**config.mk**
```make
export PLATFORM = sky130hd
export DESIGN_NAME = pmcc_wait_sequencer
export DESIGN_NICKNAME = d
export VERILOG_FILES = /design/src/rtl/pmcc_wait_sequencer.sv
export SDC_FILE = /design/constraint.sdc
export NUM_CORES = 1
export LEC_CHECK = 0
export ABC_CLOCK_PERIOD_IN_PS = 1660
export BUFFER_PORTS_ARGS = -buffer_cell sky130_fd_sc_hd__buf_2
export CORE_ASPECT_RATIO = 0.8
export CORE_MARGIN = 2
export CORE_UTILIZATION = 50
export DETAILED_ROUTE_END_ITERATION = 12
export PLACE_DENSITY_LB_ADDON = 0.3
export SYNTH_ARGS = -nofsm -noshare
export SYNTH_HDL_FRONTEND = slang
export SYNTH_SLANG_ARGS = --single-unit
```
**constraint.sdc**
```tcl
create_clock -name clk -period 1.66 [get_ports clk]
set_input_delay 0.166 -clock clk [delete_from_list [all_inputs] [get_ports clk]]
set_output_delay 0.166 -clock clk [all_outputs]
set_load 0.01 [all_outputs]
```
**src/rtl/pmcc_wait_sequencer.sv**
```systemverilog
// -----------------------------------------------------------------------------
// pmcc_wait_sequencer
//
// Wait engine for the PMC coprocessor. Executes fixed cycle delays, waits for
// a trigger level or rising edge (with optional timeout), and waits for a
// number of trigger rising edges. While an operation runs, 'waiting' stalls
// the coprocessor; completion is a one-cycle 'done' pulse, and a timeout on
// LEVEL/EDGE waits sets the sticky 'timed_out' flag.
//
// Ports:
//   clk        in   core clock, rising edge
//   rst_n      in   asynchronous active-low reset
//   start      in   one-cycle request, accepted only in IDLE
//   mode       in   00 DELAY, 01 LEVEL, 10 EDGE, 11 EDGE_COUNT
//   count      in   delay / timeout (0 = none) / edge count, sampled with start
//   trigger    in   external trigger, synchronous to clk
//   abort      in   cancels an operation in progress
//   waiting    out  high while not IDLE
//   done       out  one-cycle completion pulse
//   timed_out  out  sticky timeout flag
//   dbg_state  out  current FSM state encoding, for observation
//
// Handshake: start is a single-cycle request with no ready; it is consumed
// only when the engine is IDLE and abort is low, otherwise it is dropped.
// -----------------------------------------------------------------------------
module pmcc_wait_sequencer #(
  parameter int CNT_WIDTH = 16
) (
  input  logic                 clk,
  input  logic                 rst_n,
  input  logic                 start,
  input  logic [1:0]           mode,
  input  logic [CNT_WIDTH-1:0] count,
  input  logic                 trigger,
  input  logic                 abort,
  output logic                 waiting,
  output logic                 done,
  output logic                 timed_out,
  output logic [2:0]           dbg_state
);

  typedef enum logic [2:0] {
    S_IDLE  = 3'd0,
    S_DELAY = 3'd1,
    S_LEVEL = 3'd2,
    S_EDGE  = 3'd3,
    S_ECNT  = 3'd4
  } state_t;

  localparam logic [CNT_WIDTH-1:0] CNT_ONE = CNT_WIDTH'(1);

  state_t               r_state;
  state_t               w_state_nxt;
  logic [CNT_WIDTH-1:0] r_cnt;
  logic                 r_to_en;
  logic                 r_trig_q;
  logic                 r_done;
  logic                 r_timed_out;

  logic                 w_rise;
  logic                 w_done_nxt;
  logic                 w_to_set;
  logic                 w_to_clr;
  logic                 w_cnt_load;
  logic                 w_cnt_dec;
  logic                 w_last;

  assign w_rise = trigger & ~r_trig_q;
  assign w_last = (r_cnt == CNT_ONE);

  // State register
  always_ff @(posedge clk or negedge rst_n) begin
    if (!rst_n) begin
      r_state <= S_IDLE;
    end else begin
      r_state <= w_state_nxt;
    end
  end

  // Next-state and datapath control
  always_comb begin
    w_state_nxt = r_state;
    w_done_nxt  = 1'b0;
    w_to_set    = 1'b0;
    w_to_clr    = 1'b0;
    w_cnt_load  = 1'b0;
    w_cnt_dec   = 1'b0;
    case (r_state)
      S_IDLE: begin
        if (start && !abort) begin
          w_cnt_load = 1'b1;
          w_to_clr   = 1'b1;
          case (mode)
            2'b00: begin
              if (count == '0) w_done_nxt  = 1'b1;
              else             w_state_nxt = S_DELAY;
            end
            2'b01: w_state_nxt = S_LEVEL;
            2'b10: w_state_nxt = S_EDGE;
            default: begin
              if (count == '0) w_done_nxt  = 1'b1;
              else             w_state_nxt = S_ECNT;
            end
          endcase
        end
      end
      S_DELAY: begin
        if (abort) begin
          w_state_nxt = S_IDLE;
          w_to_clr    = 1'b1;
        end else begin
          w_cnt_dec = 1'b1;
          if (w_last) begin
            w_state_nxt = S_IDLE;
            w_done_nxt  = 1'b1;
          end
        end
      end
      S_LEVEL, S_EDGE: begin
        if (abort) begin
          w_state_nxt = S_IDLE;
          w_to_clr    = 1'b1;
        end else if ((r_state == S_LEVEL) ? trigger : w_rise) begin
          // Condition beats a same-cycle timeout.
          w_state_nxt = S_IDLE;
          w_done_nxt  = 1'b1;
        end else if (r_to_en) begin
          w_cnt_dec = 1'b1;
          if (w_last) begin
            w_state_nxt = S_IDLE;
            w_done_nxt  = 1'b1;
            w_to_set    = 1'b1;
          end
        end
      end
      S_ECNT: begin
        if (abort) begin
          w_state_nxt = S_IDLE;
          w_to_clr    = 1'b1;
        end else if (w_rise) begin
          w_cnt_dec = 1'b1;
          if (w_last) begin
            w_state_nxt = S_IDLE;
            w_done_nxt  = 1'b1;
          end
        end
      end
      default: w_state_nxt = S_IDLE;
    endcase
  end

  // Datapath registers
  always_ff @(posedge clk or negedge rst_n) begin
    if (!rst_n) begin
      r_cnt       <= '0;
      r_to_en     <= 1'b0;
      r_trig_q    <= 1'b0;
      r_done      <= 1'b0;
      r_timed_out <= 1'b0;
    end else begin
      r_trig_q <= trigger;
      r_done   <= w_done_nxt;
      if (w_cnt_load) begin
        r_cnt   <= count;
        r_to_en <= (count != '0);
      end else if (w_cnt_dec && (r_cnt != '0)) begin
        // Guarded so the counter can never wrap below zero.
        r_cnt <= r_cnt - CNT_ONE;
      end
      if (w_to_clr) begin
        r_timed_out <= 1'b0;
      end else if (w_to_set) begin
        r_timed_out <= 1'b1;
      end
    end
  end

  // Outputs
  always_comb begin
    waiting   = (r_state != S_IDLE);
    dbg_state = r_state;
  end

  assign done      = r_done;
  assign timed_out = r_timed_out;

endmodule

```
==> results of run 1 <==
power groups by stage:
stage,Sequential [mW],Combinational (mW),Clock [mW]
after floorplan,1.07,1.09,0
after global placement,1.03,2.01,0
after detailed placement,1.05,2.11,0
after CTS,1.05,2.35,0.375
after global routing,1.10,2.77,0.402
final,1.09,2.58,0.376
final timing paths:
path                                          to  depth (start not counted)                   from
max reg2reg                 r_cnt[5]$_DFFE_PN0P_                          5   r_cnt[2]$_DFFE_PN0P_
min                           r_trig_q$_DFF_PN0_                          1                trigger
max                         r_cnt[5]$_DFFE_PN0P_                          5   r_cnt[2]$_DFFE_PN0P_
min reg2reg                timed_out$_DFFE_PN0P_                          1  timed_out$_DFFE_PN0P_
min in group asynchronous         done$_DFF_PN0_                          2                  rst_n
max in group asynchronous   r_cnt[5]$_DFFE_PN0P_                          2                  rst_n
final cells by class:
| cell class | count | share of cell area [%] |
|---|---|---|
| clock buffers | 4 | 1.81 |
| inverters | 8 | 1.20 |
| multi-input cells | 153 | 47.0 |
| flip-flops and latches | 23 | 23.2 |
| well taps | 40 | 2.01 |
| repair buffers | 90 | 24.7 |
critical path: stages (launching register included):
cell      delay (ns)
dfrtp_1         0.45
nor3_1          0.38
nand4_4         0.24
o22a_2          0.36
o211ai_1        0.17
nand4_1         0.20
cells in the mapped netlist, types with 2 or more instances:
| cell type | number | area (µm²) |
|---|---|---|
| dfrtp_1 | 23 | 576 |
| nand2_1 | 23 | 86.3 |
| nand3_1 | 19 | 95.1 |
| nor3_1 | 12 | 60.1 |
| nor2_1 | 10 | 37.5 |
| inv_1 | 8 | 30.0 |
| ha_1 | 7 | 87.6 |
| nor4_1 | 6 | 37.5 |
| a32oi_1 | 5 | 43.8 |
| and3_1 | 5 | 31.3 |
| o21ai_0 | 5 | 25.0 |
| a31oi_1 | 4 | 25.0 |
| buf_2 | 4 | 20.0 |
| a221o_1 | 3 | 30.0 |
| a22oi_1 | 3 | 22.5 |
| clkbuf_1 | 3 | 11.3 |
| nand4_1 | 3 | 18.8 |
| nor2b_1 | 3 | 18.8 |
| o221a_2 | 3 | 33.8 |
| o32ai_1 | 3 | 26.3 |
| or3_1 | 3 | 18.8 |
| or4_1 | 3 | 22.5 |
| a21bo_2 | 2 | 20.0 |
| buf_6 | 2 | 22.5 |
| nand2b_1 | 2 | 12.5 |
| o31ai_1 | 2 | 15.0 |
cell usage in the layout (no fill, tap or decap), types with 3 or more instances in the layout:
master	n
nand2_1	23
nand4_1	3
nand3_1	19
dfrtp_2	3
a32oi_1	5
a31oi_1	3
nor3_1	8
nor3_2	5
inv_1	7
nor4_1	4
clkbuf_8	3
a221o_1	3
dfrtp_1	20
nor2_2	3
buf_4	59
o221a_2	3
o32ai_1	3
or4_1	3
o21ai_0	5
nor2_1	6
ha_1	7
and3_1	4
buf_2	28
nor4_2	3
or3_1	3
repair_timing:
item                                    in CTS  in global routing
hold buffers                                 1                  0
gates cloned                                 3                  0
pin swaps                                   14                  4
gates resized for setup                     19                  5
setup buffers                                9                  1
endpoints found under the setup margin      21                 22
hold endpoints to repair                    23                  0
metrics by stage:
step                      hold slack [ns]  util, %  power, mW  cell area [µm²]
after floorplan                    -0.130        -       2.17             1710
after global placement              0.171     70.7       3.04             2210
after detailed placement            0.182     70.7       3.16             2210
after CTS                          0.0331     78.3       3.77             2450
after global routing               0.0393     79.6       4.27             2490
final                              0.0395     79.6       4.05             2490
flip-flops by register name, summed over array words and instances (netlist names):
name	cells
dbg_state	3
done	1
r_cnt	16
r_to_en	1
r_trig_q	1
timed_out	1
layer usage:
layer  track usage, %  vias to the layer above
li1                 -                      927
met1             47.2                     1008
met2             54.5                      165
met3             10.9                       48
met4             18.6                        0
met5                0                        -
cells by family after synthesis:
logic type      synth area share (%)
compound gates                  20.5
fa+ha+maj                       5.25
buf+inv                         5.02
flops                           34.5
mux                            0.600
simple gates                    34.1
==> results.md, run 1 <==
- Outcome: finished with violations
- Failing checks: setup timing
- Synth Flop Type: dfrtp_1
- Clk_skew: roughly 0.003 ns
- Antenna viol nets, final: 0
- Setup TNS: -3.77 ns
- Metal-1 WL: 2460 µm
- Via-per-instance ratio: between 6 and 7
- Netlist Area Pre-Place: about 1700 µm²
- Rel. slew slack: 63.3%
- Die width: 68.6 µm
- # rows: 18
- Routability Congestion: 0.966
- IO Count: 29
- Setup slack, reg-to-reg: -0.29 ns
- Die H: 55.7 µm
- Die Area: 3820 µm²
- Min Tclk post-route: 1.95 ns
- Antenna cell count: 0
- Multi-input gate area: 1170 µm²
- Switching Share: 45.0%
- Wire length per cell: 20.3 µm
- Async set or reset register ratio after synthesis: 100%
- Crit Path Max Fanout: 5
- DRT Pass-1 Iters: 5
- RSZ-0062 raised after global routing: true
- Final hold vios: 0
- Met2 Routed Length: 2980 µm
- CTS sink count: 23
- Pre-CTS setup slack: -0.262 ns
- Synth cell types: 50
- Static Leak: 1.14 nW
- Fmax: about 0.51 GHz
- Syn nets: 220
- Vias: 2148
- Final HPWL from detailed placement: 3870 µm
- Peak VDD IR: 1050 µV
- CTS tree: yes
- Area growth from synthesis to layout: 49.3%
- Core Area: 3130 µm²
- Total CTS buffers: 3
- Startpoint Class: register
- Initial drt markers: approximately 260
- Clock root buffer: clkbuf_8
- CP Capture Type: register
- Filler cell count in the final layout: about 190
- Sequential Power Share: 26.9%
- First-pass GRT wire length: roughly 10000 µm
- Pins Over Slew Limit: 0
- IO buf count: 28
- Max-Cap Viols: 0
- Int Power: 2.23 mW
- # DRC: 0
- Crit share post-route: 118%
- Number of synthesized flops with an enable pin: 0
- Worst path arrival time: about 2.1 ns
- Maximum clock insertion buffer count: 2
- Tot GR Track Use: 36.6%
- P per Cell Area: 1620 nW/µm²
- Logic pwr share: 63.8%
- Fin cells: ~320
- Clk Latency, worst-skew pair: around 0.28 ns
- Cells after Synth: 190
- Met3 WL: 641 µm
- Clock network power share: a little under a tenth
- H-Tree Depth: 1
- Cells after DPL: 300
- Largest net degree at the start of global routing: 24
- Sequential share of the synthesized area: between 30 and 40%
- Net Sw Power: around 1.8 mW
- Total gr overflow: 0
- Initial core utilization: about 53%
- Final wirelength: 6450 µm
- Total Nets Final: 309
- Final setup vio count: 21
- FF/Latch Area: 579 µm²
- Least-Margin Pin Slew: 0.550 ns
- Avg Cell Area, Syn: 8.78 µm²
- Ys Warns: 0
- Top Layer Used: met4
- Hold Crit Class: in2reg
- Worst setup margin: -0.295 ns
- WP data required: 1.79 ns
- Share of cells above drive strength 1: roughly 48%
- Vias in the first global route: 2108
- Clock-pin transition on the worst setup and hold timing paths: 0.09 ns
- Setup CP Type: reg2reg
- Antenna violations before repair: 0
- Seq cells post-synth: 23
(Power assumes the default switching activity.)
==> run 2, diff against run 1 <==
- CORE_UTILIZATION: 50 -> 52
- CTS_BUF_LIST: unset -> sky130_fd_sc_hd__clkbuf_8
- GPL_TIMING_DRIVEN: unset -> 0
- PLACE_DENSITY: unset -> 0.78
- PLACE_DENSITY_LB_ADDON: 0.3 -> unset
==> run 2 against run 1 <==
The flow still finishes with violations (setup timing). Clock-buffer cell count shrank 1. Non-clock buffer count down 36. Clock power decreased by 1%. Register-to-register slack improved by 0.05 ns. Maximum frequency is 2.8% higher. Largest cell class unchanged. Largest power group unchanged.
==> results.md, run 2 (synthesis gave the netlist of run 1 again) <==
- Die H: 54.7 µm (was 55.7 µm)
- P per Cell Area: 1600 nW/µm² (was 1620 nW/µm²)
- Setup CP Type: reg2reg (unchanged)
- Initial drt markers: 162 (was 262)
- Static Leak: 0.961 nW (was 1.14 nW)
- Rel. slew slack: 56.5% (was 63.3%)
- Largest net degree at the start of global routing: 24 (unchanged)
- Final HPWL from detailed placement: 3350 µm (was 3870 µm)
- Hold Slack: 0.0505 ns (was 0.0395 ns)
- Antenna viol nets, final: 0 (unchanged)
- Core Area: 3090 µm² (was 3130 µm²)
- CP Capture Type: register (unchanged)
- Pre-CTS setup slack: -0.348 ns (was -0.262 ns)
- IO buf count: 28 (unchanged)
- # DRC: 0 (unchanged)
- Die Area: 3680 µm² (was 3820 µm²)
- Share of cells above drive strength 1: 42.5% (was 47.8%)
- WP data required: 1.82 ns (was 1.79 ns)
- Wire length per cell: 19.5 µm (was 20.3 µm)
- Antenna violations before repair: 0 (unchanged)
- Filler cell count in the final layout: 207 (was 194)
- CTS tree: yes (unchanged)
- Final hold vios: 0 (unchanged)
- Min Tclk post-route: 1.90 ns (was 1.95 ns)
- Vias: 1904 (was 2148)
- # rows: 18 (unchanged)
- Initial core utilization: 54.1% (was 53.3%)
- Total Nets Final: 271 (was 309)
- IO Count: 29 (unchanged)
- Worst path arrival time: 2.06 ns (was 2.08 ns)
- Final wirelength: 5450 µm (was 6450 µm)
- Startpoint Class: register (unchanged)
- Largest Register: r_cnt (unchanged)
- First-pass GRT wire length: 7900 µm (was 10400 µm)
- Outcome: finished with violations (unchanged)
- H-Tree Depth: 1 (unchanged)
- Peak VDD IR: 921 µV (was 1050 µV)
- Final setup vio count: 21 (unchanged)
- Maximum clock insertion buffer count: 2 (unchanged)
- Hold Crit Class: in2reg (unchanged)
- Routability Congestion: 0.911 (was 0.966)
- Total CTS buffers: 3 (unchanged)
- Pins Over Slew Limit: 0 (unchanged)
- Failing checks: setup timing (unchanged)
- Clk_skew: 0.0106 ns (was 0.00299 ns)
- Commonest cells after routing, fill and taps aside: 29 x buf_2, 22 x nand2_1, 19 x dfrtp_1, 17 x nand3_1, 17 x buf_4 (was 59 x buf_4, 28 x buf_2, 23 x nand2_1, 20 x dfrtp_1, 19 x nand3_1)
- Clock-pin transition on the worst setup and hold timing paths: 0.09 ns (about the same)
- Total gr overflow: 0 (unchanged)
- Worst setup margin: -0.242 ns (was -0.295 ns)
- Max-Cap Viols: 0 (unchanged)
- Vias in the first global route: 1611 (was 2108)
- Clk Latency, worst-skew pair: 0.28 ns (about the same)
- DRT Pass-1 Iters: 5 (unchanged)
- Via-per-instance ratio: 6.80 (was 6.75)
- Tot GR Track Use: 29.2% (was 36.6%)
- Max reg flops: 16 (unchanged)
- Area growth from synthesis to layout: 35.2% (was 49.3%)
- Fmax: 0.526 GHz (was 0.512 GHz)
- CTS sink count: 23 (unchanged)
- Crit Path Max Fanout: 6 (was 5)
- Crit share post-route: 115% (was 118%)
- Clock root buffer: clkbuf_8 (unchanged)
- Least-Margin Pin Slew: 0.646 ns (was 0.550 ns)
- Antenna cell count: 0 (unchanged)
- Die width: 67.3 µm (was 68.6 µm)
- Most common cell after layout, fill and taps aside: buf_2 (was buf_4)
- RSZ-0062 raised after global routing: true (unchanged)
run 2: cell types whose count changed in the layout (fill, tap and decap cells not counted), sizes merged:
| cell | delta |
|---|---|
| buf | -37 |
| o22a | -2 |
| clkinv | +1 |
run 2: per-stage QoR:
step / instances / power [mW] / instance area (µm²) / util (%) / TNS, ns
5_1_grt: 280 / 3.81 / 2260 / 73.2 / -5.54
3_5_place_dp: 258 / 2.59 / 1900 / 61.5 / -4.84
3_3_place_gp: 258 / 2.52 / 1900 / 61.5 / -3.99
2_1_floorplan: 190 / 2.17 / 1710 / - / -0.765
6_report: 280 / 3.60 / 2260 / 73.2 / -3.68
4_1_cts: 271 / 3.22 / 2110 / 68.5 / -3.37
run 2: repair_timing:
item | CTS | global route
buffers inserted | 9 | 7
hold endpoints to repair | 23 | 0
hold buffers | 1 | 0
resized for setup | 21 | 17
gates cloned | 1 | 2
endpoints found under the setup margin | 23 | 23
pin swaps | 17 | 11
run 2: critical path: stages, from the launching register on:
cell	delay, ns
dfrtp_1	0.47
nor2_1	0.26
nand3_1	0.17
nor4_1	0.52
and3_4	0.31
nor3_4	0.04
run 2: final cells by class:
class                      instances  area (µm²)  share of cell area (%)
clock buffer                       3        41.3                    1.83
tap                               40        50.0                    2.22
buffer                             7        66.3                    2.94
clock inverter                     1        5.00                   0.222
inverter                           8        30.0                    1.33
timing repair buffer              47         289                    12.8
sequential                        23         581                    25.7
multi-input combinational        151        1190                    52.9
run 2: per-layer routing:
layer  vias up  part of all wire, %  track usage [%]
li1        836                    -                -
met1       915                   41             40.7
met2       132                   46             47.4
met3        21                   10             5.35
met4         0                  2.4             6.80
met5         -                    0                0
run 2: final timing paths:
| check | slack [ns] | cells after the start | end | startpoint |
|---|---|---|---|---|
| setup reg to reg | -0.24 | 5 | r_cnt[7]$_DFFE_PN0P_ | r_cnt[2]$_DFFE_PN0P_ |
| min in group asynchronous | 0.39 | 2 | timed_out$_DFFE_PN0P_ | rst_n |
| max in group asynchronous | 0.86 | 2 | r_cnt[12]$_DFFE_PN0P_ | rst_n |
| hold reg to reg | 0.58 | 1 | timed_out$_DFFE_PN0P_ | timed_out$_DFFE_PN0P_ |
| hold / removal | 0.05 | 1 | r_trig_q$_DFF_PN0_ | trigger |
| setup / recovery | -0.24 | 5 | r_cnt[7]$_DFFE_PN0P_ | r_cnt[2]$_DFFE_PN0P_ |
run 2: report_power, final:
part / leakage, nW / internal [mW] / total, mW / switching [mW]
Combinational: 0.658 / 0.934 / 1.99 / 1.06
Sequential: 0.278 / 0.801 / 1.24 / 0.438
Clock: 0.0255 / 0.168 / 0.372 / 0.204
Total: 0.961 / 1.90 / 3.60 / 1.70
